==> src/rtl/fetch_ctrl.sv <==
// fetch_ctrl: instruction-fetch sequencer.
// Owns the PC and issues one read at a time to a stall-capable memory.
// Returns that went stale because of a redirect are squashed. Fetched words
// are buffered in a DEPTH-entry FIFO and handed to decode over valid/ready.
// Optional build macro FETCH_PERF_CNT_EN adds the fetch_cnt/stall_cnt outputs.
module fetch_ctrl #(
   parameter logic [15:0] RESET_PC = 16'h0000,
   parameter int          DEPTH    = 2
) (
   input  logic        clk,
   input  logic        rst,
   input  logic        redirect,
   input  logic [15:0] redirect_pc,
   input  logic        halt,
   output logic        mem_rd,
   output logic [15:0] mem_addr,
   input  logic        mem_stall,
   input  logic        mem_done,
   input  logic [15:0] mem_data,
   input  logic        mem_err,
   output logic        instr_valid,
   output logic [15:0] instr,
   output logic [15:0] pc2,
   input  logic        instr_ready,
   output logic        err,
   output logic        halted
`ifdef FETCH_PERF_CNT_EN
   ,
   output logic [15:0] fetch_cnt,
   output logic [15:0] stall_cnt
`endif
);

   localparam int AW = (DEPTH > 1) ? $clog2(DEPTH) : 1;
   localparam int CW = AW + 1;
   localparam logic [CW-1:0] FULL = CW'(DEPTH);

   typedef enum logic [1:0] {IDLE, REQ, WAIT, HALTED} state_t;

   state_t                  state_q, state_d;
   logic [15:0]             pc_q, pc_d;
   logic [15:0]             req_pc_q, req_pc_d;
   logic                    outst_q, outst_d;
   logic                    squash_q, squash_d;
   logic                    halt_pend_q, halt_pend_d;
   logic                    err_q, err_d;
   logic [CW-1:0]           count_q, count_d;
   logic [AW-1:0]           rd_ptr_q, rd_ptr_d;
   logic [AW-1:0]           wr_ptr_q, wr_ptr_d;
   logic [DEPTH-1:0][31:0]  buf_q, buf_d;     // {instr, pc+2} per entry

   logic room, accept, done_v, push, pop, flush;

   // A request may only go out if the buffer can absorb its return; that is
   // what keeps a push from ever meeting a full FIFO.
   assign room     = ({1'b0, count_q} + {{CW{1'b0}}, outst_q}) < {1'b0, FULL};
   assign mem_rd   = (state_q == REQ) && room && !halt && !halt_pend_q;
   assign mem_addr = mem_rd ? pc_q : 16'h0000;
   assign accept   = mem_rd && !mem_stall;
   // mem_done with nothing outstanding is noise and is ignored.
   assign done_v   = mem_done && outst_q;

   assign instr_valid = (count_q != '0);
   assign pop         = instr_valid && instr_ready;
   assign instr       = instr_valid ? buf_q[rd_ptr_q][31:16] : 16'h0000;
   assign pc2         = instr_valid ? buf_q[rd_ptr_q][15:0]  : 16'h0000;
   assign err         = err_q;
   assign halted      = (state_q == HALTED);

   // Next-state: fetch sequencing, return handling, redirect override.
   always_comb begin
      state_d     = state_q;
      pc_d        = pc_q;
      req_pc_d    = req_pc_q;
      outst_d     = outst_q;
      squash_d    = squash_q;
      err_d       = err_q;
      halt_pend_d = halt_pend_q;
      push        = 1'b0;
      flush       = 1'b0;

      if (state_q != HALTED) halt_pend_d = halt_pend_q | halt;

      case (state_q)
         IDLE: state_d = REQ;
         REQ: begin
            // Nothing is outstanding here, so a halt can stop us at once.
            if (halt || halt_pend_q) begin
               state_d = HALTED;
            end else if (accept) begin
               req_pc_d = pc_q;
               pc_d     = pc_q + 16'd2;
               outst_d  = 1'b1;
               state_d  = WAIT;
            end
         end
         WAIT: begin
            if (done_v) begin
               outst_d = 1'b0;
               if (squash_q) begin
                  squash_d = 1'b0;
                  state_d  = halt_pend_d ? HALTED : REQ;
               end else if (mem_err) begin
                  err_d   = 1'b1;
                  state_d = HALTED;
               end else begin
                  push    = 1'b1;
                  state_d = halt_pend_d ? HALTED : REQ;
               end
            end
         end
         HALTED: state_d = HALTED;
         default: state_d = IDLE;
      endcase

      // Redirect wins over everything except HALTED. A return landing in the
      // same cycle belongs to the old path: drop it (error included) and do
      // not arm the squash, since nothing stale is left in flight.
      if (redirect && (state_q != HALTED)) begin
         pc_d  = redirect_pc;
         flush = 1'b1;
         push  = 1'b0;
         err_d = err_q;
         if (done_v) begin
            outst_d  = 1'b0;
            squash_d = 1'b0;
            state_d  = REQ;
         end else if (outst_q) begin
            squash_d = 1'b1;
            state_d  = WAIT;
         end else if (accept) begin
            req_pc_d = pc_q;
            outst_d  = 1'b1;
            squash_d = 1'b1;
            state_d  = WAIT;
         end else begin
            state_d  = REQ;
         end
      end
   end

   // Instruction buffer: circular FIFO, flushed wholesale on redirect.
   always_comb begin
      buf_d    = buf_q;
      rd_ptr_d = rd_ptr_q;
      wr_ptr_d = wr_ptr_q;
      count_d  = count_q;
      if (flush) begin
         rd_ptr_d = '0;
         wr_ptr_d = '0;
         count_d  = '0;
      end else begin
         if (push) begin
            buf_d[wr_ptr_q] = {mem_data, req_pc_q + 16'd2};
            wr_ptr_d        = wr_ptr_q + AW'(1);
         end
         if (pop) rd_ptr_d = rd_ptr_q + AW'(1);
         case ({push, pop})
            2'b10:   count_d = count_q + CW'(1);
            2'b01:   count_d = count_q - CW'(1);
            default: count_d = count_q;
         endcase
      end
   end

   // State registers.
   always_ff @(posedge clk or negedge rst) begin
      if (!rst) begin
         state_q     <= IDLE;
         pc_q        <= RESET_PC;
         req_pc_q    <= 16'h0000;
         outst_q     <= 1'b0;
         squash_q    <= 1'b0;
         halt_pend_q <= 1'b0;
         err_q       <= 1'b0;
         count_q     <= '0;
         rd_ptr_q    <= '0;
         wr_ptr_q    <= '0;
         buf_q       <= '0;
      end else begin
         state_q     <= state_d;
         pc_q        <= pc_d;
         req_pc_q    <= req_pc_d;
         outst_q     <= outst_d;
         squash_q    <= squash_d;
         halt_pend_q <= halt_pend_d;
         err_q       <= err_d;
         count_q     <= count_d;
         rd_ptr_q    <= rd_ptr_d;
         wr_ptr_q    <= wr_ptr_d;
         buf_q       <= buf_d;
      end
   end

`ifdef FETCH_PERF_CNT_EN
   logic [15:0] fetch_cnt_q, fetch_cnt_d;
   logic [15:0] stall_cnt_q, stall_cnt_d;
   logic        stall_cyc;

   // A REQ cycle is lost either to a memory stall or to a full buffer.
   assign stall_cyc = (state_q == REQ) && ((mem_rd && mem_stall) || (count_q == FULL));

   // Saturating performance counters.
   always_comb begin
      fetch_cnt_d = fetch_cnt_q;
      stall_cnt_d = stall_cnt_q;
      if (push && (fetch_cnt_q != 16'hFFFF))      fetch_cnt_d = fetch_cnt_q + 16'd1;
      if (stall_cyc && (stall_cnt_q != 16'hFFFF)) stall_cnt_d = stall_cnt_q + 16'd1;
   end

   // Counter registers.
   always_ff @(posedge clk or negedge rst) begin
      if (!rst) begin
         fetch_cnt_q <= 16'h0000;
         stall_cnt_q <= 16'h0000;
      end else begin
         fetch_cnt_q <= fetch_cnt_d;
         stall_cnt_q <= stall_cnt_d;
      end
   end

   assign fetch_cnt = fetch_cnt_q;
   assign stall_cnt = stall_cnt_q;
`endif

endmodule

==> config.mk <==
export PLATFORM = sky130hd
export DESIGN_NAME = fetch_ctrl
export DESIGN_NICKNAME = d
export VERILOG_FILES = /design/src/rtl/fetch_ctrl.sv
export SDC_FILE = /design/constraint.sdc
export NUM_CORES = 1
export LEC_CHECK = 0
export ABC_AREA = 1
export CAP_MARGIN = 20
export CORE_MARGIN = 2
export CORE_UTILIZATION = 49
export DETAILED_ROUTE_END_ITERATION = 6
export PLACE_DENSITY = 0.76
export SLEW_MARGIN = 20
export SYNTH_ARGS = -nofsm -noshare
export SYNTH_HDL_FRONTEND = slang
export SYNTH_SLANG_ARGS = --single-unit
==> constraint.sdc <==
create_clock -name clk -period 1.65 [get_ports clk]
set_input_delay 0.4125 -clock clk [delete_from_list [all_inputs] [get_ports clk]]
set_output_delay 0.4125 -clock clk [all_outputs]
set_load 0.02 [all_outputs]
==> results of run 1 <==
final cells by class:
type / count / area, µm²
clock buffers: 11 / 233
multi-input cells: 546 / 3020
repair buffers: 206 / 2300
fillers: 666 / 2190
inverters: 75 / 309
clock inverters: 4 / 52.6
repair inverters: 1 / 6.26
well taps: 140 / 175
flip-flops and latches: 106 / 2650
metrics by stage:
step | area (µm²) | total power, mW | setup WS (ps) | utilization | TNS (ps)
floorplan | 5660 | 3.40 | -55.0 | - | -1000
global placement | 7240 | 4.17 | -784 | 0.662 | -52960
detailed placement | 7240 | 4.20 | -836 | 0.662 | -56030
CTS | 8230 | 7.26 | -376 | 0.752 | -25960
global route | 8740 | 7.99 | -440 | 0.800 | -35960
finish | 8740 | 7.79 | -395 | 0.800 | -28750
cell usage after synthesis:
cell and instances:
nand3b_1 1, o21ai_1 21, o21ai_2 1, nand4_1 11
a21oi_1 38, nand2_2 1, o31ai_1 1, xnor2_1 2
ha_1 6, clkinv_1 1, nor3_1 7, buf_4 2
nor3_4 1, o211ai_1 5, nand2_1 275, buf_1 1
inv_1 67, xor2_1 5, nand3_1 46, o21bai_1 2
clkbuf_1 14, buf_2 10, nor2_1 54, o21ai_0 61
o22ai_1 1, buf_6 3, nor2_4 2, inv_2 7
nor2_2 3, or2_2 2, dfrtp_1 106
cells by family (layout without fill, tap and decap cells):
kind of cell,count (synthesis),after routing,share of synthesized area
fa+ha+maj,6,6,0.0135
flops,106,106,0.478
xor+xnor,7,7,0.0110
compound gates,130,130,0.122
buf+inv,105,297,0.0786
simple gates,403,403,0.298
power by group through the flow:
stage / sequential [mW] / clock (mW) / combinational [mW]
final: 2.68 / 2.17 / 2.95
after detailed placement: 2.73 / 0 / 1.47
after global routing: 2.68 / 2.27 / 3.04
after global placement: 2.72 / 0 / 1.45
after floorplan: 2.72 / 0 / 0.674
after CTS: 2.67 / 2.17 / 2.43
final timing paths:
check | from | endpoint | slack [ps] | cells past startpoint
hold reg to reg | buf_q[10]$_DFFE_PN0P_ | buf_q[10]$_DFFE_PN0P_ | 480 | 2
max in group asynchronous | rst | req_pc_q[12]$_DFF_PN0_ | 620 | 3
setup reg to reg | state_q[0]$_DFFE_PN0P_ | buf_q[33]$_DFFE_PN0P_ | -350 | 11
min in group asynchronous | rst | buf_q[46]$_DFFE_PN0P_ | 500 | 2
hold / removal | buf_q[10]$_DFFE_PN0P_ | buf_q[10]$_DFFE_PN0P_ | 480 | 2
setup / recovery | count_q[0]$_DFFE_PN0P_ | pc2[6] | -400 | 7
worst min-delay path, delay by kind of cell, from the launching register on:
kind             cells  cell delay (ps)
DFF                  1              340
and+or+nand+nor      2              100
sequential cells by signal, summed over array words and instances (netlist names):
name and count:
wr_ptr_q 1, outst_q 1, req_pc_q 16, count_q 2, err 1, state_q 2, halt_pend_q 1, buf_q 64
pc_q 16, rd_ptr_q 1, squash_q 1
what timing repair did:
| action | in CTS | in global routing |
|---|---|---|
| resized for setup | 359 | 123 |
| gates cloned | 14 | 2 |
| pin swaps | 14 | 16 |
| endpoints found under the hold margin | 17 | 0 |
| setup endpoints to repair | 150 | 153 |
| hold buffers | 1 | 0 |
| buffers inserted | 22 | 11 |
routing by layer:
metal | GRT usage | up-vias | wire length [µm]
li1 | - | 2804 | -
met1 | 0.361 | 3011 | 7490
met2 | 0.506 | 364 | 10500
met3 | 0.0648 | 66 | 1530
met4 | 0.126 | 0 | 796
met5 | 0 | - | 0
==> results.py, run 1 <==
metrics = {
    "logic_synthesis": {
        "syn_nets": 803,
        "avgSynthCellArea_um2": 7.34,
        "yosysTopAreaCellShare": 0.478,
        "synth_top_area_cell": "dfrtp_1",
        "ys_ff_latch": 106,
        "seq_area_frac_synth": 0.478,
        "yosys_warnings": 0,
        "yosys-top-cells-area": "dfrtp_1, nand2_1, o21ai_0",
        "syn_area_um2": 5550,
        "syn_inst": 757,
        "synth_cell_type_count": 31,
    },
    "clock_tree": {
        "h-tree-depth": 3,
        "cts_made_buffers": 9,
        "clock_path_buffers": 2,
        "cts_tree": "done",
        "cts_sinks": 106,
        "clockRootBuffer": "clkbuf_16",
        "clk_latency_ps": 350,
        "clkTransAtPathRegs_ps": 70,
    },
    "final_layout": {
        "diodes": 0,
        "final_common_cell": "nand2_1",
        "layout.cells.most_common_list": "nand2_1, dfrtp_1, buf_4, inv_1, buf_6",
        "nNetsFinal": 991,
        "syn_to_final_growth_pct": 57.4,
        "drive_above_1_share": 0.299,
        "finalNonFillerCells": 1089,
    },
    "power": {
        "power_leakage_nw": 4.07,
        "p_per_area_nw_per_um2": 891,
        "p_sw_frac": 0.331,
        "pwr-share-seq": 0.344,
        "p_int_mw": 5.21,
        "pwr-share-comb": 0.378,
        "p_sw_mw": 2.58,
        "clockPowerShare": 0.278,
        "irDropWorstVdd_v": 0.00115,
    },
    "worst_setup_path": {
        "worstPathRequired_ps": 1240,
        "critical_path_class": "flop to output pin",
        "cp_num_buf_inv": 4,
        "arrival_ps": 1630,
        "critical_path.startpoint_type": "flop",
        "crit_chain": "buf_6 -> nor2_4 -> clkinv_4 -> buf_6 -> o21ai_2 -> a21oi_1 -> buf_4",
        "critPathSlowestCell": "dfrtp_1",
        "cp_slowest_stage_delay_ps": 420,
        "critPathMaxFanout": 6,
        "cp_common_cell": "buf_6",
        "critPathTopFamily": "buffers and inverters",
        "worst_setup_path_end_kind": "output pin",
    },
    "sta": {
        "post-route-worst-setup-slack_ps": -395,
        "fin_crit_sh": 1.24,
        "max_freq_ghz": 0.489,
        "clock_skew_ps": 9.94,
        "setup_viol": 119,
        "hold_ws_ps": 482,
        "drv_slew": 0,
        "slew_headroom": 0.732,
        "report.final.hold_viol_count": 0,
        "worst_pin_slew_ps": 400,
        "fin_crit_ps": 2050,
        "rsz0062_at_grt": "yes",
    },
    "drt": {
        "viasPerCell": 5.73,
        "wl_per_cell_um": 18.6,
        "wirelength_mm": 20.3,
        "drc": 4,
        "num_vias": 6245,
        "first_pass_iters": 7,
        "drt_iter0_drc": 662,
        "ant_nets": 0,
    },
    "global_route": {
        "grt_use_total": 0.296,
        "grt_max_degree": 35,
        "antenna_found_initial": 0,
        "grt_pass1_wl_mm": 29.3,
        "overflow": 0,
        "grt_pass1_vias": 5958,
    },
    "place": {
        "dp_hpwl_mm": 10.6,
        "port_buffers": 91,
        "dp.cells": 1029,
        "gp_congestion": 0.851,
    },
    "min_path": {
        "holdCritPathClass": "flop to flop",
    },
    "floorplan": {
        "core_area_um2": 10900,
        "rows": 38,
        "die_h_um": 110,
        "top_level_ports": 92,
        "die-area_um2": 12200,
        "initial_core_util": 0.508,
        "dieWidth_um": 110,
    },
    "status": {
        "violations": "DRC, setup timing",
        "status": "complete, but fails checks",
    },
    "flow_run": {
        "drv_cap": 0,
    },
}
No activity file was read; power rests on OpenSTA's default activity.
==> inputs of run 2 (changes only) <==
CAP_MARGIN = 10   (was 20)
==> results of run 2 <==
The final DEF is identical to that of run 1; final timing and power are the same.
==> inputs of run 3 (changes only) <==
CORE_ASPECT_RATIO = 1.5   (was unset)
==> run 3 against run 2 <==
Effect of this change:
- the run ends with setup timing left
- via count is 13% higher
- setup slack worse by 29 ps
- critical endpoint is now instr[7]
- non-clock buffer count is 10 higher
==> results.py, run 3 (synthesized netlist as in run 1, its figures left out) <==
metrics = {
    "worst_setup_path": {
        "cp_common_cell": "buf_6",
        "cp_slowest_stage_delay_ps": 470,
        "critPathMaxFanout": 5,
        "worst_setup_path_end_kind": "output pin",
        "critPathSlowestCell": "dfrtp_2",
        "crit_chain": "buf_6 -> buf_16 -> nand2_1 -> a21oi_4 -> buf_6",
        "worstPathRequired_ps": 1240,
        "critical_path_class": "flop to output pin",
        "arrival_ps": 1660,
        "critical_path.startpoint_type": "flop",
    },
    "sta": {
        "slew_headroom": 0.607,
        "drv_slew": 0,
        "fin_crit_sh": 1.26,
        "setup_viol": 127,
        "post-route-worst-setup-slack_ps": -424,
        "worst_pin_slew_ps": 588,
        "max_freq_ghz": 0.482,
        "fin_crit_ps": 2070,
        "hold_ws_ps": 513,
        "fin_tns_setup_ps": -37730,
        "report.final.hold_viol_count": 0,
        "rsz0062_at_grt": "yes",
        "clock_skew_ps": 16.3,
    },
    "place": {
        "dp.cells": 1030,
        "dp_hpwl_mm": 10.5,
        "placed_area_um2": 7200,
        "port_buffers": 91,
        "gp_congestion": 0.950,
    },
    "flow_run": {
        "drv_cap": 0,
    },
    "drt": {
        "ant_nets": 0,
        "wl_per_cell_um": 24.9,
        "viasPerCell": 6.37,
        "drt_iter0_drc": 951,
        "first_pass_iters": 7,
        "drc": 0,
        "num_vias": 7059,
        "wirelength_mm": 27.7,
    },
    "floorplan": {
        "die_h_um": 134,
        "top_level_ports": 92,
        "core_area_um2": 11100,
        "die-area_um2": 12200,
        "dieWidth_um": 90.9,
        "initial_core_util": 0.502,
        "rows": 47,
    },
    "global_route": {
        "grt_pass1_vias": 6195,
        "grt_max_degree": 44,
        "grt_pass1_wl_mm": 30.1,
        "overflow": 0,
        "antenna_found_initial": 2,
        "grt_use_total": 0.308,
    },
    "final_layout": {
        "finalNonFillerCells": 1109,
        "postLayoutCellArea_um2": 9780,
        "layout.cells.most_common_list": "nand2_1, dfrtp_1, buf_4, buf_6, inv_1",
        "largest_reg_flops": 64,
        "top_regs": "buf_q: 64 flops, pc_q: 16 flops, req_pc_q: 16 flops",
        "regArea_um2": 2660,
        "multi_input_area_um2": 3730,
        "syn_to_final_growth_pct": 76.1,
        "drive_above_1_share": 0.438,
        "nNetsFinal": 1001,
        "top_register": "buf_q",
        "n_fill_cell": 426,
        "final_common_cell": "nand2_1",
    },
    "clock_tree": {
        "clock_path_buffers": 2,
        "cts_sinks": 106,
        "clkTransAtPathRegs_ps": 90,
        "cts_made_buffers": 9,
        "h-tree-depth": 3,
        "clockRootBuffer": "clkbuf_16",
        "clk_latency_ps": 370,
        "cts_tree": "done",
    },
    "min_path": {
        "holdCritPathClass": "primary input to asynchronous set/reset pin",
    },
    "power": {
        "total_power_mw": 8.56,
        "power_leakage_nw": 4.56,
        "irDropWorstVdd_v": 0.000739,
        "p_per_area_nw_per_um2": 876,
    },
    "status": {
        "status": "complete, but fails checks",
        "violations": "setup timing",
    },
}
-- run 3: cell types whose count changed in the layout (fill, tap and decap cells not counted), moves of 16 or more --
cell | before | now
o21ai_0 | 34 | 13
nand2_1 | 267 | 185
o21ai_2 | 12 | 47
nand2_4 | 5 | 58
nand2_2 | 3 | 30
o21ai_1 | 37 | 21
-- run 3: worst paths after layout --
path                                        startpoint                    end  slack (ps)  cells after the start
worst min register to register   buf_q[40]$_DFFE_PN0P_  buf_q[40]$_DFFE_PN0P_         510                      2
min in group clk                 buf_q[40]$_DFFE_PN0P_  buf_q[40]$_DFFE_PN0P_         510                      2
worst max-delay path              rd_ptr_q$_DFFE_PN0P_               instr[7]        -420                      5
max in group asynchronous                          rst    pc_q[7]$_DFFE_PN0P_         550                      3
worst max register to register  state_q[0]$_DFFE_PN0P_  buf_q[27]$_DFFE_PN0P_        -420                     12
worst min-delay path                               rst  buf_q[14]$_DFFE_PN0P_         510                      2
-- run 3: critical path: cells and delay by family (launching register included) --
family | cells | cell delay, ps
flops | 1 | 470
buf+inv | 3 | 430
simple gates | 1 | 180
compound gates | 1 | 210
-- run 3: through the flow --
| step | setup slack, ps | util |
|---|---|---|
| 3_3_place_gp | -812 | 0.651 |
| 5_1_grt | -463 | 0.884 |
| 3_5_place_dp | -840 | 0.651 |
| 2_1_floorplan | -55.0 | - |
| 4_1_cts | -379 | 0.766 |
| 6_report | -424 | 0.884 |
-- run 3: where the power goes --
part / switching [mW] / internal [mW]
registers: 0.0802 / 2.64
logic: 2.00 / 1.69
clock network: 1.11 / 1.04
total: 3.19 / 5.37
-- run 3: what timing repair did --
action,CTS,global route
pin swaps,16,48
setup buffers,20,32
cloned,17,7
gates resized for setup,419,318
endpoints found under the setup margin,150,149
hold buffers,1,0
endpoints found under the hold margin,25,0
-- run 3: final cells by class --
cell class                      instances  area share
Tap cell                              147      0.0188
Timing Repair Buffer                  216       0.265
Multi-Input combinational cell        546       0.381
Clock inverter                          7     0.00525
Sequential cell                       106       0.272
Clock buffer                            9      0.0230
Antenna cell                            2    0.000512
Timing Repair inverter                  1    0.000640
Inverter                               75      0.0339
-- run 3: metal layers --
metal	wire [µm]	track usage	share of wire
met1	8460	0.334	0.31
met2	13100	0.568	0.47
met3	2930	0.0433	0.11
met4	3180	0.175	0.11
met5	0	0	0
